`config.mk`:
```
export PLATFORM = sky130hd
export DESIGN_NAME = seg7_scan6_flat
export DESIGN_NICKNAME = d
export VERILOG_FILES = /design/src/rtl/seg7_scan6_if.sv /design/src/rtl/seg7_scan6.sv /design/src/flat_wrapper.sv
export SDC_FILE = /design/constraint.sdc
export NUM_CORES = 1
export LEC_CHECK = 0
export ABC_AREA = 1
export BUFFER_PORTS_ARGS = -buffer_cell sky130_fd_sc_hd__buf_2
export CAP_MARGIN = 20
export CORE_MARGIN = 2
export CORE_UTILIZATION = 60
export CTS_CLUSTER_SIZE = 25
export DETAILED_ROUTE_END_ITERATION = 10
export PLACE_DENSITY_LB_ADDON = 0.08
export SLEW_MARGIN = 10
export SYNTH_ARGS = -nofsm -noshare
export SYNTH_HDL_FRONTEND = slang
export SYNTH_SLANG_ARGS = --single-unit
```
`constraint.sdc`:
```
create_clock -name clk -period 2.3 [get_ports clk]
set_input_delay 0.23 -clock clk [delete_from_list [all_inputs] [get_ports clk]]
set_output_delay 0.23 -clock clk [all_outputs]
set_load 0.01 [all_outputs]
```
`src/rtl/seg7_scan6_if.sv`:
```
// Bundle between the hh:mm:ss timer / display pins and the six-digit scan driver.
interface seg7_scan6_if;
  logic [23:0] digits;
  logic [5:0]  dp_mask;
  logic        blank_lz;
  logic [6:0]  seg;
  logic        dp;
  logic [5:0]  sel;
  logic        frame_start;

  modport master (
    output digits, dp_mask, blank_lz,
    input  seg, dp, sel, frame_start
  );

  modport slave (
    input  digits, dp_mask, blank_lz,
    output seg, dp, sel, frame_start
  );
endinterface

```
`src/rtl/seg7_scan6.sv`:
```
// Six-digit multiplexed 7-seg scanner: per-frame snapshot of packed BCD,
// blank-then-show slot per digit, optional leading-zero suppression.
module seg7_scan6_lane (
  input  logic [3:0] nib_snap,
  input  logic [3:0] nib_in,
  output logic [6:0] pat,
  output logic       zero_in
);
  always_comb begin
    pat = 7'h40;
    case (nib_snap)
      4'd0: pat = 7'h3F;
      4'd1: pat = 7'h06;
      4'd2: pat = 7'h5B;
      4'd3: pat = 7'h4F;
      4'd4: pat = 7'h66;
      4'd5: pat = 7'h6D;
      4'd6: pat = 7'h7D;
      4'd7: pat = 7'h07;
      4'd8: pat = 7'h7F;
      4'd9: pat = 7'h6F;
      default: pat = 7'h40;
    endcase
  end

  // Zero detect looks at the live input: it feeds the blank flags captured in LOAD.
  assign zero_in = (nib_in == 4'd0);
endmodule

module seg7_scan6 #(
  parameter int SCAN_DIV       = 50000,
  parameter int BLANK_CYC      = 500,
  parameter int ACTIVE_LOW_SEG = 1,
  parameter int ACTIVE_LOW_SEL = 1
) (
  input  logic        clk,
  input  logic        rst,
  seg7_scan6_if.slave bus
);
  localparam int NUM_LANES = 6;
  localparam int CW        = (SCAN_DIV > 1) ? $clog2(SCAN_DIV) : 1;

  localparam logic [CW-1:0] BLANK_LAST = CW'(BLANK_CYC - 1);
  localparam logic [CW-1:0] SHOW_LAST  = CW'(SCAN_DIV - BLANK_CYC - 1);
  localparam logic [6:0]    SEG_INV    = (ACTIVE_LOW_SEG != 0) ? 7'h7F : 7'h00;
  localparam logic          DP_INV     = (ACTIVE_LOW_SEG != 0);
  localparam logic [5:0]    SEL_INV    = (ACTIVE_LOW_SEL != 0) ? 6'h3F : 6'h00;

  typedef enum logic [1:0] {LOAD, BLANK, SHOW} state_t;

  state_t                         state, state_n;
  logic [2:0]                     idx, idx_n;
  logic [CW-1:0]                  cnt, cnt_n;
  logic [NUM_LANES-1:0][3:0]      snap_d, snap_d_n;
  logic [NUM_LANES-1:0]           snap_dp, snap_dp_n;
  logic [NUM_LANES-1:0]           blank, blank_n;

  logic [NUM_LANES-1:0][6:0]      pat;
  logic [NUM_LANES-1:0]           zero_in;
  logic [NUM_LANES-1:0][3:0]      digits_in;

  logic [6:0] seg_q, seg_n;
  logic       dp_q, dp_n;
  logic [5:0] sel_q, sel_n;
  logic       fs_q, fs_n;

  assign digits_in = bus.digits;

  genvar g;
  generate
    for (g = 0; g < NUM_LANES; g++) begin : g_lane
      seg7_scan6_lane u_lane (
        .nib_snap (snap_d[g]),
        .nib_in   (digits_in[g]),
        .pat      (pat[g]),
        .zero_in  (zero_in[g])
      );
    end
  endgenerate

  always_ff @(posedge clk or negedge rst) begin
    if (!rst) begin
      state   <= LOAD;
      idx     <= '0;
      cnt     <= '0;
      snap_d  <= '0;
      snap_dp <= '0;
      blank   <= '0;
      seg_q   <= SEG_INV;
      dp_q    <= DP_INV;
      sel_q   <= SEL_INV;
      fs_q    <= 1'b0;
    end else begin
      state   <= state_n;
      idx     <= idx_n;
      cnt     <= cnt_n;
      snap_d  <= snap_d_n;
      snap_dp <= snap_dp_n;
      blank   <= blank_n;
      seg_q   <= seg_n;
      dp_q    <= dp_n;
      sel_q   <= sel_n;
      fs_q    <= fs_n;
    end
  end

  always_comb begin
    state_n   = state;
    idx_n     = idx;
    cnt_n     = cnt;
    snap_d_n  = snap_d;
    snap_dp_n = snap_dp;
    blank_n   = blank;
    case (state)
      LOAD: begin
        snap_d_n  = bus.digits;
        snap_dp_n = bus.dp_mask;
        // Blanking walks down from the leftmost digit until the first nonzero.
        blank_n[NUM_LANES-1] = bus.blank_lz & zero_in[NUM_LANES-1];
        for (int i = NUM_LANES - 2; i >= 1; i--)
          blank_n[i] = blank_n[i+1] & zero_in[i];
        blank_n[0] = 1'b0;
        idx_n   = '0;
        cnt_n   = '0;
        state_n = BLANK;
      end
      BLANK: begin
        if (cnt == BLANK_LAST) begin
          cnt_n   = '0;
          state_n = SHOW;
        end else begin
          cnt_n = cnt + 1'b1;
        end
      end
      SHOW: begin
        if (cnt == SHOW_LAST) begin
          cnt_n = '0;
          if (idx == 3'd5) begin
            state_n = LOAD;
          end else begin
            idx_n   = idx + 3'd1;
            state_n = BLANK;
          end
        end else begin
          cnt_n = cnt + 1'b1;
        end
      end
      default: state_n = LOAD;
    endcase
  end

  // Outputs are derived from the state being entered so they land on that edge.
  // Entering SHOW never coincides with a snapshot update, so snap_d/blank are current.
  always_comb begin
    seg_n = SEG_INV;
    dp_n  = DP_INV;
    sel_n = SEL_INV;
    fs_n  = (state == LOAD);
    if (state_n == SHOW) begin
      sel_n = (6'd1 << idx_n) ^ SEL_INV;
      if (!blank[idx_n]) begin
        seg_n = pat[idx_n] ^ SEG_INV;
        dp_n  = snap_dp[idx_n] ^ DP_INV;
      end
    end
  end

  assign bus.seg         = seg_q;
  assign bus.dp          = dp_q;
  assign bus.sel         = sel_q;
  assign bus.frame_start = fs_q;
endmodule

```
`src/flat_wrapper.sv`:
```
// flat-port wrapper written by rule: the top's interface ports become plain ports
module seg7_scan6_flat 
#(
  parameter int SCAN_DIV       = 50000,
  parameter int BLANK_CYC      = 500,
  parameter int ACTIVE_LOW_SEG = 1,
  parameter int ACTIVE_LOW_SEL = 1
)
  (clk, rst, bus_digits, bus_dp_mask, bus_blank_lz, bus_seg, bus_dp, bus_sel, bus_frame_start);
  seg7_scan6_if bus_i ();
  input  logic clk;
  input  logic rst;
  input wire logic [$bits(bus_i.digits)-1:0] bus_digits;
  input wire logic [$bits(bus_i.dp_mask)-1:0] bus_dp_mask;
  input wire logic [$bits(bus_i.blank_lz)-1:0] bus_blank_lz;
  output wire logic [$bits(bus_i.seg)-1:0] bus_seg;
  output wire logic [$bits(bus_i.dp)-1:0] bus_dp;
  output wire logic [$bits(bus_i.sel)-1:0] bus_sel;
  output wire logic [$bits(bus_i.frame_start)-1:0] bus_frame_start;
  assign bus_i.digits = bus_digits;
  assign bus_i.dp_mask = bus_dp_mask;
  assign bus_i.blank_lz = bus_blank_lz;
  assign bus_seg = bus_i.seg;
  assign bus_dp = bus_i.dp;
  assign bus_sel = bus_i.sel;
  assign bus_frame_start = bus_i.frame_start;
  seg7_scan6 #(.SCAN_DIV(SCAN_DIV), .BLANK_CYC(BLANK_CYC), .ACTIVE_LOW_SEG(ACTIVE_LOW_SEG), .ACTIVE_LOW_SEL(ACTIVE_LOW_SEL)) u_core (.clk(clk), .rst(rst), .bus(bus_i));
endmodule
```
==> results of run 1 <==
power by group:
group | total, mW | switching [mW] | internal, mW
clock | 1.14 | 0.504 | 0.637
sequential | 1.30 | 0.0234 | 1.28
combinational | 0.246 | 0.158 | 0.0880
total | 2.69 | 0.686 | 2.00
cell families after synthesis:
group / Yosys count / share of synthesized area
AOI/OAI and AO/OA: 93 / 0.0997
and+or+nand+nor: 357 / 0.330
adders and majority gates: 37 / 0.0973
DFF: 71 / 0.377
xor gates and xnor gates: 8 / 0.0147
buffers and inverters: 95 / 0.0808
stage by stage:
step / util / setup slack (ps)
floorplan: - / 353
global placement: 0.664 / 259
detailed placement: 0.664 / 206
CTS: 0.695 / 114
global route: 0.697 / 22.2
finish: 0.697 / 209
worst paths after layout:
check / start / to / slack [ps] / cells past startpoint
max reg2reg: u_core.idx[1] / u_core.bus.seg[3] / 210 / 13
max: u_core.idx[1] / u_core.bus.seg[3] / 210 / 13
min: bus_digits[2] / u_core.snap_d[2] / 80 / 3
min in group asynchronous: rst / u_core.cnt[11] / 370 / 2
min reg2reg: u_core.snap_dp[5] / u_core.snap_dp[5] / 490 / 2
max in group asynchronous: rst / u_core.bus.seg[0] / 1180 / 3
repair_timing:
action | 4_1_cts | 5_1_grt
hold endpoints to repair | 14 | 0
gates resized for setup | 0 | 4
hold buffers | 1 | 0
setup endpoints to repair | 0 | 11
final cells by class:
cell class / count / share of cell area
inverter: 77 / 0.0546
clock inverter: 5 / 0.0107
timing repair buffer: 58 / 0.0605
tap: 102 / 0.0238
clock buffer: 11 / 0.0325
sequential: 71 / 0.335
multi-input combinational: 495 / 0.483
routing by layer:
metal	GRT usage	wire, µm	up-vias
met3	0.0451	346	24
met4	0.104	220	0
met5	0	0	-
met2	0.464	5340	83
met1	0.341	4870	1994
li1	-	-	2211
sequential cells by signal, summed over array words and instances (netlist names), 2 cells and up:
| signal | flops |
|---|---|
| u_core.cnt | 16 |
| u_core.blank | 5 |
| u_core.bus.sel | 6 |
| u_core.snap_d | 24 |
| u_core.snap_dp | 6 |
| u_core.bus.seg | 7 |
| u_core.state | 2 |
| u_core.idx | 3 |
critical path: stages (launching register included):
cell and delay (ps):
dfrtp_1 430, inv_1 80, ha_1 190, nand2_1 120, inv_1 110, nor2_4 160, nand4_4 130, buf_4 240
nand3_1 110, nor2_1 50, nor2_1 80, nand2_1 60, nand2_2 140, nand3_1 100
layout by cell type (no fill, tap or decap), drive strengths merged, types with 14 or more instances in the layout:
cell / Yosys / layout
a21oi: 17 / 17
buf: 8 / 57
dfrtp: 57 / 57
dfstp: 14 / 14
ha: 37 / 37
inv: 74 / 77
nand2: 221 / 221
nand3: 63 / 63
nor2: 48 / 48
o21ai: 73 / 73
==> key figures, run 1 <==
Logic synthesis
  • Post-synthesis cell type with the largest combined area: dfrtp_1
  • Top cells by area, synth: dfrtp_1 30%, nand2_1 17%, ha_1 9.7%, dfstp_2 7.7%, o21ai_0 7.7%
  • Mapped cell area: 4760 µm²
  • Count of warnings emitted by yosys: 0
  • Avg Cell Area, Syn: 7.19 µm²
  • Number of enable-type register cells in the synthesized netlist: 0
  • List of most frequent post-synthesis cells: 216 x nand2_1, 73 x o21ai_0, 71 x inv_1
  • Most frequently used flop master after synthesis: dfrtp_1
  • Part of the Yosys area used for sequential elements: 0.377
  • Async S/R FF share, synth: 1.00
  • Net count after synthesis: between 700 and 800
  • Number of synthesized register bits: 71
  • Dominant cell by count in the synthesized netlist: nand2_1
  • Synth Instances: 661
  • Number of library cell types mapped by synthesis: 34
  • Top-area cell type share of the netlist area: 0.300

CTS
  • Number of buffers inserted during clock tree synthesis: 9
  • Total number of clock tree sinks: between 70 and 80
  • H-tree depth: 3
  • Clock-pin transition on the worst setup and hold timing paths: 90 ps
  • Number of buffers added for setup after CTS: 0
  • Clock tree from TritonCTS: built
  • Clock buffer depth: 2
  • Clk root buf: clkbuf_8
  • Skew-Pair Late Insertion Delay: 350 ps

Route
  • Final WL: approximately 11000 µm
  • Number of vias after detailed routing: 4312
  • Number of iterations in the first detailed-routing pass: 5
  • Number of nets with antenna violations after routing: 0
  • Per-cell routed wire length: 13.2 µm
  • Detailed router's first-iteration violation count: 230
  • Drc violations: 0
  • Per-cell via count in the routed design: 5.26

Placement
  • Placement-stage cell area: 5100 µm²
  • Half-perimeter wire length of the detailed placement result: 8070 µm
  • Number of placed cells counting well taps: between 800 and 900
  • Quantity of I/O buffers inserted on ports: 47
  • Placer Congestion: 0.883

Timing
  • Setup TNS Final: 0 ps
  • Final Cycle Share: 0.909
  • Hold_ws: ~75 ps
  • Final count of negative-setup-slack endpoints: 0
  • Relative slew slack: 0.577
  • Setup repair after global routing missed its margin: no
  • Min Tclk post-route: 2090 ps
  • Achievable clock frequency: between 400 and 500 MHz
  • Final count of hold timing violations: 0
  • Worst-case clock skew: 7.96 ps
  • Pin slew with the least headroom to its limit: about 630 ps
  • Number of pins with negative max-slew slack in the final report: 0

Global route
  • Global-route usage over all layers: 0.270
  • Antenna violations before repair: 0
  • GRT overflow: 0
  • Global-route wire length before repair: 18600 µm
  • Maximum number of pins on one net before global-route repair: around 60
  • Number of global-route vias before repair: 4200

Cells and area
  • Design area: 5360 µm²
  • Multi-input logic area: about 2600 µm²
  • Diodes inserted: 0
  • Net count of the finished layout: 782
  • Area of all sequential standard cells: 1790 µm²
  • Area overhead of the layout relative to synthesis: 12.7%
  • Total of fill cells in the finished design: 678
  • Fraction of layout cells with a size suffix above 1: 0.152
  • Final std cells w/o fill: ~800

Floorplanning
  • Core box area: 7690 µm²
  • Io pins: between 40 and 50
  • Die area: 8650 µm²
  • Die Span X: 93.0 µm
  • Die H: between 90 and 100 µm
  • Initial standard-cell utilization of the core: 0.619
  • # rows: 32

Power
  • Worst vdd ir: 0.298 mV
  • Leakage power: between 2 and 3 nW
  • PwrDens: roughly 500 nW/µm²
  • Total power: 2.69 mW

Job
  • Maxcap violations: 0

Critical path
  • Type of the worst setup path: register to register
  • Category of the worst setup path capture point: register
  • Required time worst endpoint: 2570 ps
  • Critical path arrival: 2360 ps
  • Startpoint type of the worst setup path: register
  • Largest driver fanout on the critical path: 26

Outcome
  • Run status: finished, final reports clean

Hold path
  • Hold Crit Class: input pin to register
(Power assumes the default switching activity.)
==> run 2, diff against run 1 <==
--- a/config.mk
+++ b/config.mk
@@ -13,6 +13,7 @@
 export CTS_CLUSTER_SIZE = 25
 export DETAILED_ROUTE_END_ITERATION = 10
 export PLACE_DENSITY_LB_ADDON = 0.08
+export REMOVE_ABC_BUFFERS = 1
 export SLEW_MARGIN = 10
 export SYNTH_ARGS = -nofsm -noshare
 export SYNTH_HDL_FRONTEND = slang
==> key figures, run 2 (synthesis gave the netlist of run 1 again) <==
Timing
  • Setup repair after global routing missed its margin: no
  • Final count of negative-setup-slack endpoints: 0
  • Hold_ws: 74.2 ps
  • Pin slew with the least headroom to its limit: 555 ps
  • Worst-case clock skew: 7.47 ps
  • Final count of hold timing violations: 0
  • Relative slew slack: 0.630
  • Achievable clock frequency: about 460 MHz
  • Number of pins with negative max-slew slack in the final report: 0
  • Final Cycle Share: 0.935
  • Slack of the critical path: 149 ps
  • Min Tclk post-route: 2150 ps

Placement
  • Placement-stage cell area: 5140 µm²
  • Half-perimeter wire length of the detailed placement result: 8050 µm
  • Number of placed cells counting well taps: 805
  • Placer Congestion: 0.934
  • Quantity of I/O buffers inserted on ports: 47
  • Post-Place Setup Slack: around 140 ps

Critical path
  • Startpoint type of the worst setup path: register
  • Buffers & Inverters on Critical Path: 2
  • Cell-by-cell trace of the critical path: ha_1, nand2_1, inv_1, nor2_4, nand4_4, buf_4, nand3_1, nor2_1, nor2_1, nand2_1, nand2_2, nand3_1
  • Largest stage delay, worst path: between 400 and 500 ps
  • Slowest stage cell, crit path: dfrtp_1
  • Required time worst endpoint: roughly 2600 ps
  • Depth of the most critical reg-to-reg path: 12
  • Flop2flop setup slack: 150 ps
  • Source of the worst register-to-register timing path: u_core.idx[0]
  • Largest driver fanout on the critical path: 26
  • Critical path arrival: 2410 ps
  • Type of the worst setup path: register to register
  • Worst reg2reg path endpoint: u_core.bus.seg[5]
  • Top cell family by delay on the critical path: simple AND/OR/NAND/NOR gates
  • Category of the worst setup path capture point: register

Cells and area
  • Design area: between 5000 and 6000 µm²
  • Commonest cells after routing, fill and taps aside: 216 x nand2_1, 73 x o21ai_0, 71 x inv_1
  • Diodes inserted: 0
  • Area overhead of the layout relative to synthesis: 12.6%
  • Fraction of layout cells with a size suffix above 1: 0.154
  • Top register by number of flip-flops: u_core.snap_d
  • Most frequent standard cell in the layout excluding fill and tap cells: nand2_1
  • Final std cells w/o fill: roughly 800
  • Net count of the finished layout: 785
  • Flip-flop count of the largest register, all copies and words added: 24

CTS
  • Number of buffers inserted during clock tree synthesis: 9
  • Total number of clock tree sinks: 71
  • Clock tree from TritonCTS: built
  • H-tree depth: 3
  • Clock buffer depth: 2
  • Clk root buf: clkbuf_8
  • Number of buffers added for setup after CTS: 0
  • Clock-pin transition on the worst setup and hold timing paths: 80 ps
  • Skew-Pair Late Insertion Delay: 350 ps

Power
  • Leakage power: 2.85 nW
  • Clock power frac: 0.389
  • Internal Pwr Total: 1.86 mW
  • Worst vdd ir: 0.328 mV
  • Logic pwr share: 0.097
  • Reported net switching power: 666 µW
  • Switching share of total power: 0.263
  • Part of the power in registers: 0.514
  • PwrDens: 473 nW/µm²

Global route
  • Antenna violations before repair: 0
  • Global-route wire length before repair: 18300 µm
  • Number of global-route vias before repair: 4030
  • GRT overflow: 0
  • Maximum number of pins on one net before global-route repair: 50
  • Global-route usage over all layers: 0.264

Route
  • Per-cell via count in the routed design: 5.28
  • Per-cell routed wire length: 13.1 µm
  • Final WL: 10800 µm
  • Number of vias after detailed routing: 4340
  • Number of iterations in the first detailed-routing pass: 5
  • Detailed router's first-iteration violation count: 248
  • Number of nets with antenna violations after routing: 0
  • Drc violations: 0

Hold path
  • WHS Endpoint: u_core.snap_dp[4]
  • Hold path start: bus_dp_mask[4]
  • Worst hold path depth: 3
  • Hold Crit Class: input pin to register

Job
  • Maxcap violations: 0

Floorplanning
  • Die area: 8650 µm²
  • Initial standard-cell utilization of the core: 0.619
  • # rows: 32
  • Core box area: 7690 µm²
  • Die Span X: 93.0 µm
  • Die H: 93.0 µm
  • Io pins: 48

Outcome
  • Run status: finished, final reports clean
-- run 2: cell types whose count changed in the layout (fill, tap and decap cells not counted), sizes merged --
cell and delta:
clkinv +4, buf +3, clkbuf -1, inv -3
-- run 2: worst max path at each step --
stage          slack [ps]            start           endpoint  cells past startpoint
2_1_floorplan        -550  u_core.state[0]    u_core.blank[1]                      8
3_3_place_gp          230    u_core.idx[0]  u_core.bus.seg[5]                     13
3_5_place_dp          140    u_core.idx[0]  u_core.bus.seg[5]                     13
4_1_cts               100    u_core.idx[0]  u_core.bus.seg[5]                     13
5_1_grt                10    u_core.idx[0]  u_core.bus.seg[3]                     13
6_report              150    u_core.idx[0]  u_core.bus.seg[5]                     12
-- run 2: cell type report --
| type | count | area (µm²) |
|---|---|---|
| Sequential cell | 71 | 1790 |
| Fill cell | 684 | 2330 |
| Tap cell | 102 | 128 |
| Timing Repair Buffer | 61 | 355 |
| Clock inverter | 6 | 61.3 |
| Inverter | 77 | 289 |
| Clock buffer | 10 | 128 |
| Multi-Input combinational cell | 495 | 2600 |
-- run 2: routing by layer --
| metal | GRT usage | wire, µm |
|---|---|---|
| met5 | 0 | 0 |
| met4 | 0.0772 | 191 |
| met3 | 0.0467 | 464 |
| met2 | 0.434 | 5130 |
| met1 | 0.361 | 5010 |
-- run 2: power by group through the flow --
stage          clock network, mW  logic [mW]  registers, mW
2_1_floorplan                  0       0.142           1.32
3_3_place_gp                   0       0.235           1.32
3_5_place_dp                   0       0.244           1.32
4_1_cts                     1.00       0.246           1.30
5_1_grt                     1.06       0.286           1.30
6_report                   0.985       0.245           1.30
-- run 2: worst min-delay path, delay by kind of cell --
kind                   cells  cell delay [ps]
and+or+nand+nor            2               90
buffers and inverters      1               70
-- run 2: metrics by stage --
stage          TNS [ps]  power (mW)  utilization
2_1_floorplan     -6980        1.46            -
6_report              0        2.53        0.696
5_1_grt               0        2.65        0.696
3_5_place_dp          0        1.57        0.668
3_3_place_gp          0        1.56        0.668
4_1_cts               0        2.55        0.694
-- run 2: repair_timing --
action                                 4_1_cts  5_1_grt
setup endpoints to repair                    0       12
endpoints found under the hold margin       16        0
resized for setup                            0        4
hold buffers                                 1        0
==> run 3, diff against run 2 <==
--- a/config.mk
+++ b/config.mk
@@ -12,7 +12,7 @@
 export CORE_UTILIZATION = 60
 export CTS_CLUSTER_SIZE = 25
 export DETAILED_ROUTE_END_ITERATION = 10
-export PLACE_DENSITY_LB_ADDON = 0.08
+export PLACE_DENSITY = 0.81
 export REMOVE_ABC_BUFFERS = 1
 export SLEW_MARGIN = 10
 export SYNTH_ARGS = -nofsm -noshare
==> key figures, run 3 (synthesis gave the netlist of run 1 again) <==
Outcome
  • Run status: finished, final reports clean

Cells and area
  • Total of fill cells in the finished design: 630
  • Diodes inserted: 0
  • Commonest cells after routing, fill and taps aside: 216 x nand2_1, 73 x o21ai_0, 71 x inv_1
  • Design area: 5400 µm²
  • Multi-input logic area: 2600 µm²
  • Core Util, Final: 0.702
  • Area overhead of the layout relative to synthesis: 13.5%
  • Flip-flop count of the largest register, all copies and words added: 24
  • Final std cells w/o fill: between 800 and 900
  • Net count of the finished layout: 785
  • Most frequent standard cell in the layout excluding fill and tap cells: nand2_1
  • Top register by number of flip-flops: u_core.snap_d
  • Fraction of layout cells with a size suffix above 1: 0.157
  • Area of all sequential standard cells: 1790 µm²

Global route
  • Antenna violations before repair: 0
  • Global-route wire length before repair: 18800 µm
  • Layer with the highest usage after global routing: met2
  • Global-route usage over all layers: 0.273
  • Met3 Track Usage GR: 0.0475
  • Maximum number of pins on one net before global-route repair: 46
  • GR Util met1: 0.356
  • GRT overflow: 0
  • Number of global-route vias before repair: 4209
  • Met2 track demand over resource: 0.472

CTS
  • Number of buffers added for setup after CTS: 0
  • Clock tree from TritonCTS: built
  • Total number of clock tree sinks: 71
  • Number of buffers inserted during clock tree synthesis: 9
  • H-tree depth: 3
  • Clock-pin transition on the worst setup and hold timing paths: about 80 ps
  • Skew-Pair Late Insertion Delay: 350 ps
  • Clk root buf: clkbuf_8
  • Clock buffer depth: 2

Power
  • Worst vdd ir: approximately 0.28 mV
  • Part of the power in registers: 0.477
  • PwrDens: 504 nW/µm²
  • Logic pwr share: 0.092
  • Internal Pwr Total: 2.03 mW
  • Reported net switching power: 687 µW
  • Clock power frac: 0.431
  • Leakage power: 2.87 nW
  • Switching share of total power: 0.253

Floorplanning
  • Die Span X: around 93 µm
  • Io pins: 48
  • Initial standard-cell utilization of the core: 0.619
  • Die H: 93.0 µm
  • # rows: 32
  • Core box area: 7690 µm²
  • Die area: between 8000 and 9000 µm²

Route
  • Per-cell routed wire length: 13.5 µm
  • Per-cell via count in the routed design: 5.35
  • Final WL: 11100 µm
  • Number of nets with antenna violations after routing: 0
  • Detailed router's first-iteration violation count: approximately 260
  • Number of iterations in the first detailed-routing pass: 7
  • Number of vias after detailed routing: 4400
  • Drc violations: 0

Timing
  • Achievable clock frequency: 473 MHz
  • Hold_ws: 72.6 ps
  • Relative slew slack: 0.578
  • Setup TNS Final: 0 ps
  • Number of pins with negative max-slew slack in the final report: 0
  • Pin slew with the least headroom to its limit: 633 ps
  • Final count of negative-setup-slack endpoints: 0
  • Min Tclk post-route: 2120 ps
  • Worst-case clock skew: 4.88 ps
  • Final count of hold timing violations: 0
  • Setup repair after global routing missed its margin: no
  • Final Cycle Share: 0.920

Placement
  • Placer Congestion: between 0.9 and 1
  • Quantity of I/O buffers inserted on ports: 47
  • Half-perimeter wire length of the detailed placement result: around 8300 µm
  • Placement-stage cell area: 5140 µm²
  • Number of placed cells counting well taps: just over 800

Job
  • Maxcap violations: 0

Critical path
  • Largest driver fanout on the critical path: 23
  • Required time worst endpoint: 2570 ps
  • Category of the worst setup path capture point: register
  • Critical path arrival: 2390 ps
  • Startpoint type of the worst setup path: register
  • Type of the worst setup path: register to register

Hold path
  • Hold Crit Class: input pin to register
[run 3: power by group through the flow]
stage               registers, mW  logic [mW]  clock network (mW)
floorplan                    1.32       0.142                   0
global placement             1.32       0.235                   0
detailed placement           1.32       0.246                   0
CTS                          1.30       0.249                1.18
global route                 1.30       0.290                1.25
finish                       1.30       0.249                1.17
[run 3: cell type report]
type,instances,share of cell area
clock inverter,5,0.0148
sequential,71,0.332
inverter,77,0.0542
tap,102,0.0236
multi-input combinational,495,0.481
clock buffer,11,0.0280
timing repair buffer,61,0.0658
[run 3: through the flow]
stage               total power, mW  setup slack [ps]
floorplan                      1.46              -547
global placement               1.56               246
detailed placement             1.57               164
CTS                            2.73               126
global route                   2.84              3.35
finish                         2.72               184
[run 3: layer usage]
metal  up-vias  routed length [µm]
li1       2221                   -
met1      2029                4740
met2       130                5580
met3        20                 552
met4         0                 208
met5         -                   0
[run 3: worst paths after layout]
path,start,endpoint,slack (ps),depth (start not counted)
worst max-delay path,u_core.cnt[0],u_core.bus.seg[6],180,13
worst max register to register,u_core.cnt[0],u_core.bus.seg[6],180,13
max in group asynchronous,rst,u_core.bus.seg[6],1160,3
min in group asynchronous,rst,u_core.cnt[11],420,2
worst min-delay path,bus_dp_mask[5],u_core.snap_dp[5],70,3
worst min register to register,u_core.snap_dp[5],u_core.snap_dp[5],480,2
[run 3: repair_timing]
action / 4_1_cts / 5_1_grt
hold endpoints to repair: 20 / 0
gates resized for setup: 0 / 5
endpoints found under the setup margin: 0 / 14
hold buffers: 1 / 0
[run 3: worst max-delay path, stage by stage (launching register included)]
cell and delay [ps]:
dfrtp_1 400, ha_2 260, nand2_1 90, inv_2 60
nand2_2 70, nor2_8 170, nand4_4 170, buf_4 270
nand3_1 110, nor2_1 50, nor2_1 90, nand2_1 60
nand2_2 140, nand3_1 100
